==> config.mk <==
export PLATFORM = sky130hd
export DESIGN_NAME = alu_arbiter
export DESIGN_NICKNAME = d
export VERILOG_FILES = /design/src/rtl/alu_arbiter.sv
export SDC_FILE = /design/constraint.sdc
export NUM_CORES = 1
export LEC_CHECK = 0
export ABC_CLOCK_PERIOD_IN_PS = 1550
export CAP_MARGIN = 15
export CORE_AREA = 2 2 151 153
export CTS_CLUSTER_SIZE = 8
export DETAILED_ROUTE_END_ITERATION = 12
export DIE_AREA = 0 0 153 155
export MAX_ROUTING_LAYER = met4
export PLACE_DENSITY = 0.73
export SLEW_MARGIN = 20
export SYNTH_ARGS = -nofsm -noshare
export SYNTH_HDL_FRONTEND = slang
export SYNTH_SLANG_ARGS = --single-unit
==> constraint.sdc <==
create_clock -name clk -period 1.55 [get_ports clk]
set_input_delay 0.31 -clock clk [delete_from_list [all_inputs] [get_ports clk]]
set_output_delay 0.31 -clock clk [all_outputs]
set_load 0.01 [all_outputs]
==> src/rtl/alu_arbiter.sv <==
// alu_arbiter: round-robin sharing of one execute stage (operand mux + ALU)
// between two valid/ready requesters. One operation in flight at a time:
// IDLE grants and registers operands, EXEC lets the ALU settle and captures
// its result, RESP holds the result until the owner accepts it.
module alu_arbiter #(
  parameter int DATA_WIDTH = 32
) (
  input  logic                  clk,
  input  logic                  rst,
  input  logic                  req_valid_0,
  input  logic                  req_valid_1,
  output logic                  req_ready_0,
  output logic                  req_ready_1,
  input  logic [DATA_WIDTH-1:0] req_a_0,
  input  logic [DATA_WIDTH-1:0] req_a_1,
  input  logic [DATA_WIDTH-1:0] req_b_0,
  input  logic [DATA_WIDTH-1:0] req_b_1,
  input  logic [DATA_WIDTH-1:0] req_imm_0,
  input  logic [DATA_WIDTH-1:0] req_imm_1,
  input  logic [3:0]            req_ctrl_0,
  input  logic [3:0]            req_ctrl_1,
  input  logic                  req_src_0,
  input  logic                  req_src_1,
  output logic                  rsp_valid_0,
  output logic                  rsp_valid_1,
  input  logic                  rsp_ready_0,
  input  logic                  rsp_ready_1,
  output logic [DATA_WIDTH-1:0] rsp_result,
  output logic [3:0]            rsp_flags,
  output logic [DATA_WIDTH-1:0] ex_reg_data1,
  output logic [DATA_WIDTH-1:0] ex_reg_data2,
  output logic [DATA_WIDTH-1:0] ex_imm_ext,
  output logic [3:0]            ex_ALUctrl,
  output logic                  ex_ALUsrc,
  input  logic [DATA_WIDTH-1:0] ex_alu_result,
  input  logic                  ex_z_flag,
  input  logic                  ex_n_flag,
  input  logic                  ex_c_flag,
  input  logic                  ex_v_flag,
  output logic                  busy
);

  typedef enum logic [1:0] {
    IDLE = 2'd0,
    EXEC = 2'd1,
    RESP = 2'd2
  } state_t;

  state_t state_q;
  state_t state_d;
  logic   owner_q;
  logic   prio_q;

  logic   grant_sel;
  logic   hs;
  logic   rsp_ready_own;

  logic [DATA_WIDTH-1:0] ex_a_p1;
  logic [DATA_WIDTH-1:0] ex_b_p1;
  logic [DATA_WIDTH-1:0] ex_imm_p1;
  logic [3:0]            ex_ctrl_p1;
  logic                  ex_src_p1;
  logic [DATA_WIDTH-1:0] result_p2;
  logic [3:0]            flags_p2;

  // Grant selection: a lone requester wins outright, a tie goes to prio.
  // Handshake only in IDLE and never while reset is asserted.
  always_comb begin
    grant_sel     = (req_valid_0 && req_valid_1) ? prio_q : req_valid_1;
    hs            = (state_q == IDLE) && !rst && (req_valid_0 || req_valid_1);
    rsp_ready_own = owner_q ? rsp_ready_1 : rsp_ready_0;
  end

  // State, owner and tie-break priority registers.
  always_ff @(posedge clk) begin
    if (rst) begin
      state_q <= IDLE;
      owner_q <= 1'b0;
      prio_q  <= 1'b0;
    end else begin
      state_q <= state_d;
      if (hs) begin
        owner_q <= grant_sel;
        prio_q  <= ~grant_sel;
      end
    end
  end

  // Next-state logic: grant -> execute -> hold response until accepted.
  always_comb begin
    state_d = state_q;
    case (state_q)
      IDLE:    if (hs) state_d = EXEC;
      EXEC:    state_d = RESP;
      RESP:    if (rsp_ready_own) state_d = IDLE;
      default: state_d = IDLE;
    endcase
  end

  // Handshake and status outputs decoded from state and owner.
  always_comb begin
    req_ready_0 = hs && !grant_sel;
    req_ready_1 = hs && grant_sel;
    rsp_valid_0 = (state_q == RESP) && !owner_q;
    rsp_valid_1 = (state_q == RESP) && owner_q;
    busy        = (state_q != IDLE);
  end

  // Stage 1 boundary: operands of the granted requester enter the execute stage.
  always_ff @(posedge clk) begin
    if (rst) begin
      ex_a_p1    <= '0;
      ex_b_p1    <= '0;
      ex_imm_p1  <= '0;
      ex_ctrl_p1 <= '0;
      ex_src_p1  <= 1'b0;
    end else if (hs) begin
      ex_a_p1    <= grant_sel ? req_a_1    : req_a_0;
      ex_b_p1    <= grant_sel ? req_b_1    : req_b_0;
      ex_imm_p1  <= grant_sel ? req_imm_1  : req_imm_0;
      ex_ctrl_p1 <= grant_sel ? req_ctrl_1 : req_ctrl_0;
      ex_src_p1  <= grant_sel ? req_src_1  : req_src_0;
    end
  end

  // Stage 2 boundary: capture the settled ALU result and flags at the end of EXEC.
  always_ff @(posedge clk) begin
    if (rst) begin
      result_p2 <= '0;
      flags_p2  <= '0;
    end else if (state_q == EXEC) begin
      result_p2 <= ex_alu_result;
      flags_p2  <= {ex_z_flag, ex_n_flag, ex_c_flag, ex_v_flag};
    end
  end

  assign ex_reg_data1 = ex_a_p1;
  assign ex_reg_data2 = ex_b_p1;
  assign ex_imm_ext   = ex_imm_p1;
  assign ex_ALUctrl   = ex_ctrl_p1;
  assign ex_ALUsrc    = ex_src_p1;
  assign rsp_result   = result_p2;
  assign rsp_flags    = flags_p2;

endmodule

# Word-level counts from Yosys, hierarchy flattened
# Index checks and enable logic that the tools add are counted.
classes:
  addsub: 0
  n_mul: 0
  n_div: 0
  n_lt_le_gt_ge: 0
  n_eq_ne: 4
  n_shift: 0
  mux: 10
  n_bitwise: 1
  n_reduce_logical: 14
ops:
  columns: ["cell", "count"]
  rows:
  - ["32-bit 2-to-1 mux", 3]
  - ["1-bit logical AND", 7]
  - ["2-bit one-hot mux with 3 select lines", 1]
  - ["2-bit 2-to-1 mux", 2]
  - ["4-bit 2-to-1 mux", 1]
  - ["2-bit inequality test, second input constant", 2]
  - ["1-bit zero test", 3]
  - ["1-bit 2-to-1 mux", 3]
  - ["2-bit by 1-bit equality test with 1-bit output, second input constant", 1]
  - ["2-bit equality test, second input constant", 1]
  - ["2-bit zero test", 1]
  - ["2-bit AND reduction", 1]
  - ["2-bit nonzero test", 1]
  - ["1-bit logical OR", 1]
  - ["1-bit inverter", 1]
totals:
  register_bits: 141
  latchBits: 0
  ram_bits: 0
  rom_bits: 0
  inputBits: 244
  out_inout_bits: 142
  word_cells: 39
  memories: 0

# Logic depth before layout (Yosys ltp)
# Gate-level depths: netlist of the first run.
logic_depth:
  depth_word: 5
  ltp_mapped: 7
  depth_no_buf: 4

# Worst setup path after synthesis of the first run
# OpenSTA, ideal clock, no wires.
synth_path:
  path_type: "register to register"
  start: "register prio_q"
  end: "register ex_imm_p1[22], in the netlist ex_imm_ext[22]"
  setup_ps: 122
  t_arrival_ps: 1434
  required_time_ps: 1428
  path_slack_ps: -6
  stages_incl_launch_ff: 8
  n_path_buf: 4
  cell_sequence: "dfxtp_1 > nand2b_1 > buf_2 > and3_4 > buf_6 > buf_6 > buf_6 > a221o_1"
synth_between:
  elab_chain_len: 2
synth_rtl:
  columns: ["item", "line", "source"]
  rows:
  - ["from (decl)", "52", "logic prio_q;"]
  - ["from (signal assigned)", "84", "prio_q <= ~grant_sel;"]
  - ["1-bit 2-to-1 mux", "69", "grant_sel = (req_valid_0 && req_valid_1) ? prio_q : req_valid_1;"]
  - ["32-bit 2-to-1 mux", "120", "ex_imm_p1 <= grant_sel ? req_imm_1 : req_imm_0;"]
  - ["to (signal assigned)", "120", null]
  - ["to (decl)", "60", "logic [DATA_WIDTH-1:0] ex_imm_p1;"]
# No other way between the ends.
# A chain may end at the register's enable or synchronous reset.

# Final worst setup path of the first run
layout_path:
  start: "register state_q[1]"
  end: "output port req_ready_1"
layout_between:
  elab_chain_len: 4
layout_rtl:
  columns: ["item", "line", "source"]
  rows:
  - ["from (decl)", "49", "state_t state_q;"]
  - ["from (signal assigned)", "81", "state_q <= state_d;"]
  - ["2-bit zero test", "70", "hs = (state_q == IDLE) && !rst && (req_valid_0 || req_valid_1);"]
  - ["1-bit logical AND (2 in a row)", "70", null]
  - ["1-bit logical AND", "103", "req_ready_1 = hs && grant_sel;"]
  - ["to (decl)", "13", "output logic req_ready_1,"]
# No other way between the ends.

==> results.py, run 1 <==
metrics = {
    "routing": {
        "final_antenna_net_count": 0,
        "wl_um": 22500,
        "via_per_inst": 4.93,
        "route.detailed.drc": 0,
        "vias": 6268,
        "wire_per_inst_um": 17.7,
        "first_iter_violations": 288,
        "first_pass_iters": 4,
    },
    "logic_synthesis": {
        "synth_top_area_cell": "dfxtp_1",
        "synth_nets": 834,
        "synth_top_area_share": 0.511,
        "netlist_instances": 590,
        "yosysSeqAreaShare": 0.511,
        "ys_types": 28,
        "yosys-top-cells-area": "dfxtp_1 51%, a221o_1 14%, and3_1 8.6%",
        "synth_area_um2": 5530,
        "ys_ff_latch": 141,
        "postSynthAreaPerCell_um2": 9.37,
        "ys_warn_count": 0,
    },
    "global_route": {
        "grt_pass1_wl_um": 34100,
        "grt_usage": 0.187,
        "grt.met1_usage": 0.218,
        "antenna_found_initial": 1,
        "grt_overflow": 0,
        "grt.busiest_layer": "met2",
        "use_met3": 0.0504,
        "grt_start_max_net_pins": 67,
        "grt_use_met2": 0.309,
        "grt_pass1_vias": 6254,
    },
    "critical_path": {
        "r2r_end": "ex_imm_ext[28]$_SDFFE_PP0P_",
        "worstPathMaxFanout": 3,
        "cpMostUsedCell": "buf_6",
        "slowest_delay_ns": 0.34,
        "worstPathCellList": "nor3_4 -> buf_6 -> and3_4 -> buf_6 -> buf_6",
        "startpoint": "state_q[1]$_SDFFE_PP0P_",
        "ff2ff_setup_slack_ns": -0.20,
        "worstRegToRegCells": 6,
        "end_kind": "output pin",
        "crit_arrival_ns": 1.47,
        "worstSetupStartpointType": "flip-flop",
        "crit_path_end": "req_ready_1",
        "path_class": "reg2out",
        "cp.required_ns": 1.24,
        "crit_slowest_cell": "dfxtp_2",
        "r2r_start": "prio_q$_SDFFE_PP0P_",
    },
    "timing": {
        "hold_viol_final": 0,
        "slew-limit-headroom": 0.523,
        "rsz0062_at_grt": "yes",
        "worst_slew_pin_slew_ns": 0.715,
        "layout_setup_ws_ns": -0.234,
        "fin_crit_sh": 1.15,
        "setup_tns_ns": -8.47,
        "setup_violations": 78,
        "clock_skew_ns": 0.00883,
        "period_needed_ns": 1.78,
        "max_freq_mhz": 561,
        "finalMaxSlewViolations": 0,
        "whs_ns": 0.431,
    },
    "cells_and_area": {
        "area.growth.synth_to_final_pct": 89.0,
        "layout.nets": 1217,
        "multi_input_area_um2": 2430,
        "register_area_um2": 2830,
        "drive_above_1_share": 0.0953,
        "n_fill_cell": 2188,
        "stdcell_area_um2": 10400,
    },
    "clock_network": {
        "cts_tree": "yes",
        "clk_latency_ns": 0.41,
        "cts-root-buf": "clkbuf_16",
        "clock_sinks": 141,
        "htreeDepth": 4,
        "clock_path_buffers": 2,
        "numCtsBuffers": 17,
        "clk_pin_slew_ns": 0.06,
    },
    "floorplan": {
        "io_pins": 386,
        "num_rows": 55,
        "die_area_um2": 23700,
        "coreArea_um2": 22200,
        "fp.dieH_um": 155,
        "die_w_um": 153,
        "initial_core_util": 0.249,
    },
    "pwr": {
        "p_per_area_nw_per_um2": 1030,
        "p_leak_nw": 4.71,
        "ir_drop_v": 0.000609,
    },
    "placement": {
        "place.gp.congestion": 0.882,
        "dp.final_hpwl_um": 15800,
        "preCtsSetupSlack_ns": -0.563,
        "place_area_um2": 9830,
        "place.port_buffers": 385,
    },
    "status": {
        "status": "finished with violations",
        "violations": "negative setup slack",
    },
    "flow_run": {
        "maxCapViolations": 0,
    },
    "worst_hold_path": {
        "hold_class": "in2reg",
    },
}
logic make-up (layout without fill, tap and decap cells):
family	Yosys count	count (layout)	share of synthesized area
multiplexers	1	1	0.00181
flip-flops	141	141	0.511
AO/OA/AOI/OAI	168	168	0.228
buffers and inverters	68	464	0.0577
other	0	1	0
AND/OR/NAND/NOR	212	212	0.202
layer usage:
metal	up-vias	share of wire
li1	3009	-
met1	2921	0.42
met2	288	0.48
met3	50	0.071
met4	0	0.033
met5	-	0
cells in the mapped netlist (all sizes together):
library cell	number
nand2	72
a21oi	40
inv	1
nor3	3
clkbuf	41
nand4	25
nand3	25
nand2b	2
a311oi	1
a21boi	1
nor2b	1
and3	77
dfxtp	141
o21ai	25
and2	1
or2	1
and3b	1
mux2i	1
nor3b	1
nand3b	1
buf	26
a221o	76
nor2	2
a31oi	25
layout by cell type, fill, tap and decap left out, drive strengths merged, types with 2 or more instances in the layout:
master / count
nand2b: 2
nor3: 3
nor2: 2
clkdlybuf4s50: 241
a31oi: 25
a21oi: 40
inv: 3
dfxtp: 141
buf: 50
clkbuf: 18
nand3: 25
clkinvlp: 5
a221o: 76
nand2: 72
bufinv: 3
and3: 77
nand4: 25
bufbuf: 2
o21ai: 25
clkinv: 4
dlygate4sd2: 138
where the power goes:
| part | internal, W | leakage, nW | switching, W |
|---|---|---|---|
| combinational | 0.00136 | 3.27 | 0.00102 |
| sequential | 0.00396 | 1.16 | 0.000181 |
| clock | 0.00254 | 0.279 | 0.00166 |
| total | 0.00786 | 4.71 | 0.00287 |
repair_timing:
item | CTS | global route
setup endpoints to repair | 234 | 106
hold buffers | 0 | 0
buffers inserted | 4 | 3
gates cloned | 2 | 0
gates resized for setup | 171 | 9
pin swaps | 2 | 1
sequential cells by signal, indices dropped and copies added (netlist names), 2 cells and up:
signal        count
ex_imm_ext       32
ex_reg_data1     32
ex_reg_data2     32
rsp_result       32
ex_ALUctrl        4
rsp_flags         4
state_q           2
final cells by class:
cell class,instances,area share
diodes,1,0.000240
clock buffers,18,0.0411
multi-input cells,381,0.232
clock inverters,14,0.0162
inverters,1,0.000359
well taps,285,0.0341
flip-flops and latches,141,0.271
repair buffers,431,0.405
worst max-delay path, delay by kind of cell, from the launching register on:
family	cells	cell delay (ns)
simple gates	2	0.40
buf+inv	3	0.33
flops	1	0.34
metrics by stage:
step,power [W],util,cells
after floorplan,0.00511,-,590
after detailed placement,0.00675,0.442,1230
after global placement,0.00671,0.442,1230
final,0.0107,0.470,1272
after global routing,0.0112,0.470,1272
after CTS,0.0108,0.468,1268
worst min-delay path by stage:
stage | end | startpoint | cells after the start | slack [ns]
after global routing | rsp_result[6]$_SDFFE_PP0N_ | ex_alu_result[6] | 3 | 0.43
after global placement | rsp_result[5]$_SDFFE_PP0N_ | rsp_result[5]$_SDFFE_PP0N_ | 2 | 0.44
after CTS | owner_q$_SDFFE_PP0P_ | rst | 4 | 0.40
after detailed placement | rsp_flags[1]$_SDFFE_PP0N_ | rsp_flags[1]$_SDFFE_PP0N_ | 2 | 0.45
final | owner_q$_SDFFE_PP0P_ | rst | 4 | 0.43
after floorplan | rsp_flags[0]$_SDFFE_PP0N_ | ex_v_flag | 2 | 0.45
Note: power is estimated with default switching activity, not from simulation.
==> run 2: changes to the inputs <==
Settings changed: ABC_CLOCK_PERIOD_IN_PS 1550 to 1600.
Clock period 1.55 ns to 1.6 ns, I/O delays scaled along.
==> run 2 against run 1 <==
The flow still finishes with violations (negative setup slack). Sequential cell count did not move. Via count fell by 0.14%. Critical path depth rose by 2. Non-clock buffer count fell by 9. Worst hold slack improved by 0.018 ns. Sequential share of layout area rose by 0.30 points. Clock power fell by 7.4%. Clock-buffer cell count rose by 3.
==> results.py, run 2 (same netlist as run 1, synthesis figures left out) <==
metrics = {
    "cells_and_area": {
        "n_antenna_cell": 0,
        "area.growth.synth_to_final_pct": 86.9,
        "final_cell_mix": "241 x clkdlybuf4s50_1, 139 x dfxtp_1, 137 x dlygate4sd2_1",
        "final_common_cell": "clkdlybuf4s50_1",
        "layout.nets": 1208,
        "drive_above_1_share": 0.0840,
        "postLayoutCoreUtil": 0.465,
        "n_fill_cell": 2176,
    },
    "global_route": {
        "grt_overflow": 0,
        "grt_start_max_net_pins": 77,
        "antenna_found_initial": 0,
        "grt_usage": 0.184,
        "grt_pass1_vias": 6061,
        "grt_pass1_wl_um": 33700,
    },
    "critical_path": {
        "end_kind": "flip-flop",
        "worstSetupStartpointType": "input port",
        "crit_slowest_cell": "clkdlybuf4s50_1",
        "critPathTopFamily": "buffers and inverters",
        "startpoint": "req_valid_1",
        "crit_cells": 7,
        "crit_arrival_ns": 1.98,
        "r2r_start": "state_q[0]$_SDFFE_PP0P_",
        "path_class": "in2reg",
        "r2r_end": "ex_reg_data1[14]$_SDFFE_PP0P_",
        "worstPathCellList": "clkdlybuf4s50_1 -> buf_4 -> a21boi_4 -> clkbuf_8 -> buf_4 -> and3_1 -> a221o_1",
        "worstPathMaxFanout": 49,
        "critPathBufInv": 4,
        "cp.required_ns": 1.89,
        "slowest_delay_ns": 0.48,
        "crit_path_end": "ex_reg_data2[31]$_SDFFE_PP0P_",
        "worstRegToRegCells": 7,
        "ff2ff_setup_slack_ns": 0.04,
        "cpMostUsedCell": "buf_4",
    },
    "floorplan": {
        "coreArea_um2": 22200,
        "die_area_um2": 23700,
        "num_rows": 55,
        "initial_core_util": 0.249,
        "fp.dieH_um": 155,
        "io_pins": 386,
        "die_w_um": 153,
    },
    "pwr": {
        "p_leak_nw": 4.67,
        "switching_share": 0.270,
        "clockPowerShare": 0.380,
        "intPower_w": 0.00746,
        "p_per_area_nw_per_um2": 989,
        "power_switching_w": 0.00276,
        "seq_power_share": 0.393,
        "ir_drop_v": 0.000522,
        "power_w": 0.0102,
        "power_frac_comb": 0.227,
    },
    "clock_network": {
        "cts_tree": "yes",
        "cts_hold_buf": 0,
        "htreeDepth": 4,
        "clk_pin_slew_ns": 0.06,
        "cts-root-buf": "clkbuf_16",
        "clk_latency_ns": 0.41,
        "numCtsBuffers": 17,
        "clock_path_buffers": 2,
        "clock_sinks": 141,
    },
    "routing": {
        "wire_per_inst_um": 18.5,
        "first_iter_violations": 367,
        "vias": 6259,
        "route.detailed.drc": 0,
        "first_pass_iters": 5,
        "wl_um": 23300,
        "via_per_inst": 4.96,
        "final_antenna_net_count": 0,
    },
    "timing": {
        "hold_viol_final": 0,
        "rsz0062_at_grt": "yes",
        "slew-limit-headroom": 0.503,
        "worst_slew_pin_slew_ns": 0.746,
        "max_freq_mhz": 590,
        "clock_skew_ns": 0.0102,
        "layout_setup_ws_ns": -0.0952,
        "fin_crit_sh": 1.06,
        "setup_violations": 14,
        "period_needed_ns": 1.70,
        "finalMaxSlewViolations": 0,
        "whs_ns": 0.449,
    },
    "placement": {
        "place.gp.congestion": 0.816,
        "preCtsSetupSlack_ns": -0.552,
        "dp.final_hpwl_um": 15400,
        "place.port_buffers": 385,
    },
    "status": {
        "status": "finished with violations",
        "violations": "negative setup slack",
    },
    "flow_run": {
        "maxCapViolations": 0,
    },
    "worst_hold_path": {
        "hold_class": "reg2reg",
    },
}
-- run 2: cell types whose count changed in the layout (fill, tap and decap cells not counted), sizes merged, moves of 2 or more --
| cell | before | now |
|---|---|---|
| clkbuf | 18 | 24 |
| buf | 50 | 40 |
| clkinvlp | 5 | 2 |
| bufbuf | 2 | 0 |
-- run 2: repair_timing --
item                                    4_1_cts  5_1_grt
pin swaps                                     3        4
gates cloned                                  2        3
endpoints found under the setup margin      194       93
setup buffers                                 7        1
hold endpoints to repair                      0        0
resized for setup                           166       20
-- run 2: worst min path at each step --
stage                                      startpoint                          end  slack, ns  cells past startpoint
after floorplan                             ex_v_flag    rsp_flags[0]$_SDFFE_PP0N_       0.46                      2
after global placement      rsp_flags[1]$_SDFFE_PP0N_    rsp_flags[1]$_SDFFE_PP0N_       0.44                      2
after detailed placement  rsp_result[31]$_SDFFE_PP0N_  rsp_result[31]$_SDFFE_PP0N_       0.45                      2
after CTS                                 req_valid_0          prio_q$_SDFFE_PP0P_       0.43                      3
after global routing                 ex_alu_result[0]   rsp_result[0]$_SDFFE_PP0N_       0.45                      3
final                       rsp_flags[1]$_SDFFE_PP0N_    rsp_flags[1]$_SDFFE_PP0N_       0.45                      2
-- run 2: power groups by stage --
stage | Combinational, W | Sequential, W | Clock (W)
floorplan | 0.000727 | 0.00422 | 0
global placement | 0.00239 | 0.00409 | 0
detailed placement | 0.00242 | 0.00408 | 0
CTS | 0.00229 | 0.00400 | 0.00400
global route | 0.00248 | 0.00405 | 0.00417
finish | 0.00232 | 0.00401 | 0.00389
-- run 2: area by class of cell --
class | instances | area (um^2) | share of cell area
repair buffers | 422 | 4140 | 0.401
clock inverters | 10 | 116 | 0.0113
multi-input cells | 381 | 2440 | 0.236
well taps | 285 | 357 | 0.0345
flip-flops and latches | 141 | 2830 | 0.273
inverters | 1 | 3.75 | 0.000363
clock buffers | 21 | 450 | 0.0436
-- run 2: per-stage QoR --
stage	cells	setup TNS, ns	cell area (um^2)
after floorplan	590	0	5530
after global placement	1221	-38.96	9730
after detailed placement	1221	-41.15	9730
after CTS	1259	-2.60	10200
after global routing	1261	-1.69	10300
final	1261	-1.00	10300
-- run 2: tightest hold or removal path, cell delays in order, from the launching register on --
cell	delay (ns)
dfxtp_1	0.30
nand2_1	0.05
a21oi_1	0.05
-- run 2: per-layer routing --
layer  track usage  vias to the layer above  share of wire
li1              -                     2981              -
met1         0.222                     2955           0.42
met2         0.302                      291           0.49
met3        0.0462                       32          0.068
met4        0.0626                        0          0.023
met5             -                        -              0
==> run 3: changes to the inputs <==
Settings changed: PLACE_DENSITY 0.73 to 0.71.
==> run 3 against run 2 <==
The run still ends with negative setup slack left. Die area stayed put. Final cell count is 0.40% lower. Worst setup slack better by 0.024 ns. Sequential power hardly changed. Via count is 0.67% lower. First-iteration DRC count is 1.4% lower. Sequential cell count stayed put. Clock skew is 0.0024 ns higher. Sequential share of layout area is 0.17 points higher. Combinational power is 4% lower. Worst hold slack hardly changed. Routed wire length is 4.1% lower. Critical endpoint is now req_ready_0. Largest cell class unchanged.
==> results.py, run 3 (same netlist as run 1, synthesis figures left out) <==
metrics = {
    "status": {
        "status": "finished with violations",
        "violations": "negative setup slack",
    },
    "timing": {
        "setup_violations": 4,
        "fin_crit_sh": 1.04,
        "clock_skew_ns": 0.0127,
        "rsz0062_at_grt": "yes",
        "period_needed_ns": 1.67,
        "worst_slew_pin_slew_ns": 0.718,
        "max_freq_mhz": 598,
        "hold_viol_final": 0,
        "layout_setup_ws_ns": -0.0715,
        "slew-limit-headroom": 0.522,
        "finalMaxSlewViolations": 0,
    },
    "global_route": {
        "grt_pass1_wl_um": 33300,
        "antenna_found_initial": 2,
        "grt_usage": 0.183,
        "grt_pass1_vias": 6137,
        "grt_start_max_net_pins": 77,
        "grt_overflow": 0,
    },
    "cells_and_area": {
        "final_common_cell": "clkdlybuf4s50_1",
        "n_fill_cell": 2183,
        "drive_above_1_share": 0.0805,
        "area.growth.synth_to_final_pct": 85.8,
        "layout.nets": 1200,
        "fin_cells": 1256,
        "final_cell_mix": "242 x clkdlybuf4s50_1, 139 x dfxtp_1, 137 x dlygate4sd2_1",
    },
    "worst_hold_path": {
        "min_path_cells": 3,
        "hold_class": "in2reg",
    },
    "clock_network": {
        "cts-root-buf": "clkbuf_16",
        "clock_sinks": 141,
        "numCtsBuffers": 17,
        "cts_tree": "yes",
        "cts_hold_buf": 0,
        "clk_latency_ns": 0.42,
        "htreeDepth": 4,
        "clk_pin_slew_ns": 0.06,
        "clock_path_buffers": 2,
    },
    "critical_path": {
        "crit_slowest_cell": "clkdlybuf4s50_1",
        "slowest_delay_ns": 0.56,
        "worstPathMaxFanout": 5,
        "cp.required_ns": 1.28,
        "crit_arrival_ns": 1.35,
        "worstRegToRegCells": 7,
        "end_kind": "output pin",
        "path_class": "in2out",
        "worstPathCellList": "clkdlybuf4s50_1 -> a21boi_4 -> and2_4 -> buf_6",
        "worstSetupStartpointType": "input port",
    },
    "floorplan": {
        "initial_core_util": 0.249,
        "die_area_um2": 23700,
        "die_w_um": 153,
        "num_rows": 55,
        "io_pins": 386,
        "fp.dieH_um": 155,
        "coreArea_um2": 22200,
    },
    "pwr": {
        "p_per_area_nw_per_um2": 1020,
        "ir_drop_v": 0.000520,
        "p_leak_nw": 4.62,
        "power_w": 0.0104,
    },
    "flow_run": {
        "maxCapViolations": 0,
    },
    "routing": {
        "vias": 6217,
        "first_iter_violations": 362,
        "wire_per_inst_um": 17.8,
        "route.detailed.drc": 0,
        "final_antenna_net_count": 0,
        "wl_um": 22400,
        "first_pass_iters": 5,
        "via_per_inst": 4.95,
    },
    "placement": {
        "post-place-cells": 1217,
        "place.port_buffers": 385,
        "place.gp.congestion": 0.800,
        "dp.final_hpwl_um": 15600,
    },
}
[run 3: final cells by class]
cell class	count	area, um^2	share of cell area
multi-input combinational	381	2440	0.237
inverter	1	3.75	0.000366
tap	285	357	0.0347
clock buffer	18	439	0.0428
antenna	2	5.00	0.000488
sequential	141	2830	0.275
timing repair buffer	414	4020	0.392
clock inverter	14	180	0.0176
[run 3: repair_timing]
action	in CTS	in global routing
endpoints found under the setup margin	229	77
cloned	0	1
resized for setup	170	7
setup buffers	1	3
pin swaps	1	1
[run 3: metrics by stage]
step | TNS, ns | util | hold slack (ns) | worst slack [ns] | area (um^2)
2_1_floorplan | 0 | - | 0.456 | 0.0442 | 5530
5_1_grt | -0.804 | 0.462 | 0.430 | -0.125 | 10300
6_report | -0.134 | 0.462 | 0.449 | -0.0715 | 10300
4_1_cts | -0.165 | 0.458 | 0.385 | -0.0833 | 10200
3_3_place_gp | -56.66 | 0.437 | 0.441 | -0.609 | 9710
3_5_place_dp | -56.30 | 0.437 | 0.446 | -0.640 | 9710
[run 3: routing by layer]
layer,vias up,track usage,wire length (um)
li1,2968,-,-
met1,2914,0.211,9150
met2,297,0.301,10900
met3,38,0.0499,1610
met4,0,0.0763,686
met5,-,-,0
[run 3: worst paths after layout]
path	endpoint	slack [ns]	start
min reg2reg	rsp_result[6]$_SDFFE_PP0N_	0.45	rsp_result[6]$_SDFFE_PP0N_
min	rsp_result[10]$_SDFFE_PP0N_	0.45	ex_alu_result[10]
max	req_ready_0	-0.07	req_valid_0
max reg2reg	ex_reg_data1[13]$_SDFFE_PP0P_	0.06	state_q[0]$_SDFFE_PP0P_
[run 3: power by group]
group	switching [W]	leakage [nW]	internal [W]
sequential	0.000170	1.16	0.00384
combinational	0.000979	3.16	0.00125
clock	0.00167	0.298	0.00252
total	0.00282	4.62	0.00760
[run 3: worst max-delay path: cells and delay by family]
family                 cells  cell delay, ns
AO/OA/AOI/OAI              1            0.21
AND/OR/NAND/NOR            1            0.16
buffers and inverters      2            0.66
